[src/rtl/pipe_fetch_ctrl.sv]
// IF-stage sequencer: PC register, imem req/ready handshake, IF/ID buffer with skid, delay-slot redirects.
// Optional perf counters are compiled in with `define PIPE_FETCH_PERF_EN.
module pipe_fetch_ctrl #(
  parameter logic [31:0] RESET_PC   = 32'h0000_0000,
  parameter int unsigned WAIT_LIMIT = 255
) (
  input  logic        clk,
  input  logic        rst,
  input  logic [1:0]  pcsrc,
  input  logic [31:0] bpc,
  input  logic [31:0] rpc,
  input  logic [31:0] jpc,
  input  logic        id_stall,
  output logic        imem_req,
  output logic [31:0] imem_addr,
  input  logic        imem_ready,
  input  logic [31:0] imem_rdata,
  output logic        if_valid,
  output logic [31:0] if_ins,
  output logic [31:0] if_pc4,
  output logic [31:0] pc,
  output logic        imem_timeout
`ifdef PIPE_FETCH_PERF_EN
  ,
  output logic [31:0] perf_fetched,
  output logic [31:0] perf_stall
`endif
);

  localparam logic [1:0] S_IDLE    = 2'd0;
  localparam logic [1:0] S_FETCH   = 2'd1;
  localparam logic [1:0] S_WAIT_ID = 2'd2;
  localparam logic [15:0] LIMIT    = 16'(WAIT_LIMIT);

  logic [1:0]  state;
  logic [31:0] skid, skid_pc4, pend_pc;
  logic        pend;
  logic [15:0] wait_cnt;
  logic [16:0] cnt_inc;
  logic        consume, buf_free, accept, redirect;
  logic [31:0] target, pc_inc, next_pc;

  assign consume   = if_valid & ~id_stall;
  assign buf_free  = ~if_valid | ~id_stall;
  assign accept    = (state == S_FETCH) & imem_ready;
  assign redirect  = consume & (pcsrc != 2'd0);
  assign pc_inc    = pc + 32'd4;
  assign cnt_inc   = {1'b0, wait_cnt} + 17'd1;
  assign imem_req  = (state == S_FETCH);
  assign imem_addr = pc;

  always_comb begin
    target = pc_inc;
    case (pcsrc)
      2'd1:    target = bpc;
      2'd2:    target = rpc;
      2'd3:    target = jpc;
      default: target = pc_inc;
    endcase
  end

  // A latched redirect always wins: it belongs to the fetch completing now.
  assign next_pc = pend ? pend_pc : (redirect ? target : pc_inc);

  always_ff @(posedge clk or posedge rst) begin
    if (rst) begin
      state    <= S_IDLE;
      pc       <= RESET_PC;
      if_valid <= 1'b0;
      if_ins   <= 32'h0;
      if_pc4   <= 32'h0;
      skid     <= 32'h0;
      skid_pc4 <= 32'h0;
      pend     <= 1'b0;
      pend_pc  <= 32'h0;
    end else begin
      case (state)
        S_IDLE: state <= S_FETCH;
        S_FETCH: begin
          if (imem_ready) begin
            pc   <= next_pc;
            pend <= 1'b0;
            if (buf_free) begin
              if_ins   <= imem_rdata;
              if_pc4   <= pc_inc;
              if_valid <= 1'b1;
            end else begin
              skid     <= imem_rdata;
              skid_pc4 <= pc_inc;
              state    <= S_WAIT_ID;
            end
          end else begin
            if (consume) if_valid <= 1'b0;
            // Delay slot still in flight: hold the target until it lands.
            if (redirect) begin
              pend    <= 1'b1;
              pend_pc <= target;
            end
          end
        end
        S_WAIT_ID: begin
          if (!id_stall) begin
            if_ins <= skid;
            if_pc4 <= skid_pc4;
            state  <= S_FETCH;
            if (redirect) pc <= target;
          end
        end
        default: state <= S_IDLE;
      endcase
    end
  end

  always_ff @(posedge clk or posedge rst) begin
    if (rst) begin
      wait_cnt     <= 16'h0;
      imem_timeout <= 1'b0;
    end else if (accept) begin
      wait_cnt <= 16'h0;
    end else if (state == S_FETCH) begin
      if (wait_cnt != LIMIT) wait_cnt <= cnt_inc[15:0];
      if (cnt_inc >= {1'b0, LIMIT}) imem_timeout <= 1'b1;
    end
  end

`ifdef PIPE_FETCH_PERF_EN
  always_ff @(posedge clk or posedge rst) begin
    if (rst) begin
      perf_fetched <= 32'h0;
      perf_stall   <= 32'h0;
    end else begin
      if (accept) perf_fetched <= perf_fetched + 32'd1;
      if (if_valid & id_stall) perf_stall <= perf_stall + 32'd1;
    end
  end
`endif

endmodule

[config.mk]
export PLATFORM = sky130hd
export DESIGN_NAME = pipe_fetch_ctrl
export DESIGN_NICKNAME = d
export VERILOG_FILES = /design/src/rtl/pipe_fetch_ctrl.sv
export SDC_FILE = /design/constraint.sdc
export NUM_CORES = 1
export LEC_CHECK = 0
export CORE_ASPECT_RATIO = 2
export CORE_MARGIN = 10
export CORE_UTILIZATION = 50
export CTS_BUF_LIST = sky130_fd_sc_hd__clkbuf_4
export DETAILED_ROUTE_END_ITERATION = 10
export PLACE_DENSITY = 0.88
export RECOVER_POWER = 100
export SLEW_MARGIN = 20
export SYNTH_ARGS = -nofsm -noshare
export SYNTH_HDL_FRONTEND = slang
export SYNTH_SLANG_ARGS = --single-unit
[constraint.sdc]
create_clock -name clk -period 9 [get_ports clk]
set_input_delay 1.8 -clock clk [delete_from_list [all_inputs] [get_ports clk]]
set_output_delay 1.8 -clock clk [all_outputs]
set_load 0.05 [all_outputs]
==> impl_metrics.yaml <==
yosys:
  synth_edf_count: 0
  synth_top_family_by_area: "compound AO/OA/AOI/OAI gates"
  synth_area_sq_um: 11400
  syn_inst: 1193
  synthMuxAreaShare_pct: 10.8
  async_flop_share_pct: 100
  synth_ff_type: "dfrtp_1"
  syn_avg_cell_area_sq_um: 9.54
  ys_ff_latch: 213
  synth_xor_area_share_pct: 1.92
  yosys.area_share.simple_pct: 16.4
  ys_seq_area_share_pct: 46.8
  synth.distinct_cells: 71
  yosys_warnings: 0
  synth_compound_area_share_pct: 17.9
  yosys.area_share.adder_pct: 0.330
  synth_nets: 1330
placed_design:
  port_buffers: 264
  place.gp.congestion: 1.02
  dp.final_hpwl_um: 26700
  pre_cts_ws_ns: 4.41
  placed_area_sq_um: 14000
pwr:
  p_sw_share_pct: 49.3
  p_int_mw: 2.75
  power.switching_mw: 2.68
  sequentialPowerShare_pct: 32.6
  irDropWorstVdd_uv: 204
  power_frac_comb_pct: 53.2
  finalPower_mw: 5.43
  p_leak_nw: 5.92
  clkPwrFrac_pct: 14.2
  p_per_area_nw_per_um2: 374
sta:
  finalCriticalPeriod_ns: 6.30
  fmax_mhz: 159
  period_share_pct: 70.0
  worstMarginPinSlew_ns: 3.55
  hold_viol: 0
  slew-limit-headroom_pct: -137
  fin_skew_ns: 0.0343
  final_max_slew_viol_count: 318
  fin_setup_tns_ns: 0
  rsz0062_at_grt: "false"
  worst_slack_ns: 2.70
  setup_violations: 0
clocking:
  clk_pin_slew_ns: 0.06
  cts_buffers: 51
  post_cts_buffers: 0
  clockRootBuffer: "clkbuf_4"
  cts_tree: "yes"
  cts-resized-gates: 0
  cts_sinks: 213
  insertion_delay_ns: 0.69
  ctsHtreeMaxLevel: 2
  hold_buffers: 0
  cts_max_path_buffers: 3
run_status:
  violations: "capacitance limit, slew limit"
  status: "complete, but fails checks"
drt:
  first_pass_iters: 7
  antenna_left: 0
  totalWireLength_um: 36100
  vias: 10300
  drc: 0
  routed_via_density: 6.01
  wire_per_inst_um: 21.0
  initialDrtViolationCount: 789
worst_setup_path:
  required_ns: 9.61
  start_kind: "input pin"
  worst-path-max-fanout: 38
  crit_type: "in2reg"
  arrival_ns: 6.91
  r2r_slack_ns: 4.31
  setup.worst_path.end_class: "flop"
hold_path:
  holdCritPathClass: "reg2reg"
global_route:
  grt-ovfl-total: 0
  grt_max_degree: 135
  antenna_found_initial: 4
  grt_usage_pct: 23.8
  grt_pass1_vias: 10600
  grt_pass1_wl_um: 57000
cells_and_area:
  regArea_sq_um: 5330
  syn2layout_area_growth_pct: 27.3
  final_core_util_pct: 64.3
  final_nets: 1546
  fillers: 1801
  multiInputGateArea_sq_um: 5400
  final_area_sq_um: 14500
  layout-drive-gt1-share_pct: 13.6
floorplanning:
  die-area_sq_um: 29600
  start_util_pct: 50.5
  die_w_um: 127
  die_h_um: 233
  core.rowCount: 78
  core-area_sq_um: 22500
  ios: 265
run:
  cap_violations: 6
## flip-flops by register name, summed over array words and instances (netlist names), 2 cells and up
name,flops
if_ins,32
if_pc4,32
imem_addr,32
pend_pc,32
skid,32
skid_pc4,32
state,2
wait_cnt,16
## cell usage after synthesis (10+ instances only)
cell | number | area [sq um]
mux2i_1 | 19 | 190
clkbuf_1 | 64 | 240
nor2_1 | 118 | 443
buf_1 | 10 | 37.5
buf_4 | 37 | 278
a22oi_1 | 16 | 120
dfrtp_1 | 213 | 5330
a22o_1 | 13 | 114
nor3_1 | 32 | 160
a21oi_1 | 61 | 305
nand4_1 | 11 | 68.8
xnor2_1 | 14 | 123
o21ai_0 | 76 | 380
a31oi_1 | 47 | 294
inv_1 | 19 | 71.3
xor2_1 | 11 | 96.3
nand2_1 | 156 | 586
nand3_1 | 17 | 85.1
a21o_1 | 10 | 75.1
a211oi_1 | 15 | 113
mux2_2 | 76 | 856
## layout make-up
class / count / share of cell area, %
multi-input combinational: 843 / 37.3
tap: 280 / 2.42
clock inverter: 9 / 0.622
clock buffer: 67 / 3.47
antenna: 4 / 0.0691
inverter: 19 / 0.544
sequential: 213 / 36.8
timing repair buffer: 281 / 18.8
## cell usage in the layout (no fill, tap or decap), drive strengths merged, types with 19 or more instances in the layout
master and instances:
dfrtp 213, nand2 156, dlygate4sd3 134, clkdlybuf4s50 128, nor2 118, o21ai 76, mux2 76, clkbuf 75
a21oi 61, a31oi 47, nor3 33, mux2i 19, inv 19, nand3 19, a211oi 19
## path summary, 6_finish.rpt
kind,startpoint,to,cells after the start
worst max-delay path,pcsrc[0],imem_addr[13],9
worst min-delay path,if_pc4[6],if_pc4[6],2
worst max register to register,state[0],if_pc4[20],6
max in group asynchronous,rst,if_pc4[15],3
min in group asynchronous,rst,skid[23],2
worst min register to register,if_pc4[6],if_pc4[6],2
## worst max-delay path, cell delays in order
cell	delay (ns)
buf_2	0.08
clkbuf_1	1.66
nor2_1	0.05
clkbuf_1	0.48
o31ai_1	1.67
clkbuf_1	0.60
nand2_1	0.22
o21bai_1	0.23
o211ai_1	0.08
## cell families (layout without fill, tap and decap cells)
family	count (synthesis)	after routing
adder cells (fa/ha/maj)	3	3
other	0	4
AO/OA/AOI/OAI	311	311
flip-flops	213	213
XOR/XNOR	25	25
buffers and inverters	137	376
multiplexers	103	103
AND/OR/NAND/NOR	401	401
## power by group through the flow
| stage | registers, mW | logic, mW | clock network, mW |
|---|---|---|---|
| 6_report | 1.77 | 2.89 | 0.773 |
| 5_1_grt | 1.82 | 3.07 | 0.836 |
| 4_1_cts | 1.77 | 3.00 | 0.790 |
| 3_5_place_dp | 1.78 | 2.99 | 0 |
| 3_3_place_gp | 1.76 | 2.92 | 0 |
| 2_1_floorplan | 2.37 | 1.44 | 0 |
## stage by stage
step	std cells	hold WS (ns)
after detailed placement	1636	0.469
after CTS	1712	0.483
after global routing	1716	0.494
final	1716	0.477
after global placement	1636	0.455
after floorplan	1193	0.443
## per-layer routing
metal  vias up  share of wire [%]  GRT usage, %  wire, um
met1      4999                 34          23.8     12200
met2       460                 53          42.9     19200
met4         0                6.0          14.8      2180
met3       139                6.8          5.68      2450
li1       4713                  -             -         -
met5         -                  0             0         0
No activity file was read; power rests on OpenSTA's default activity.
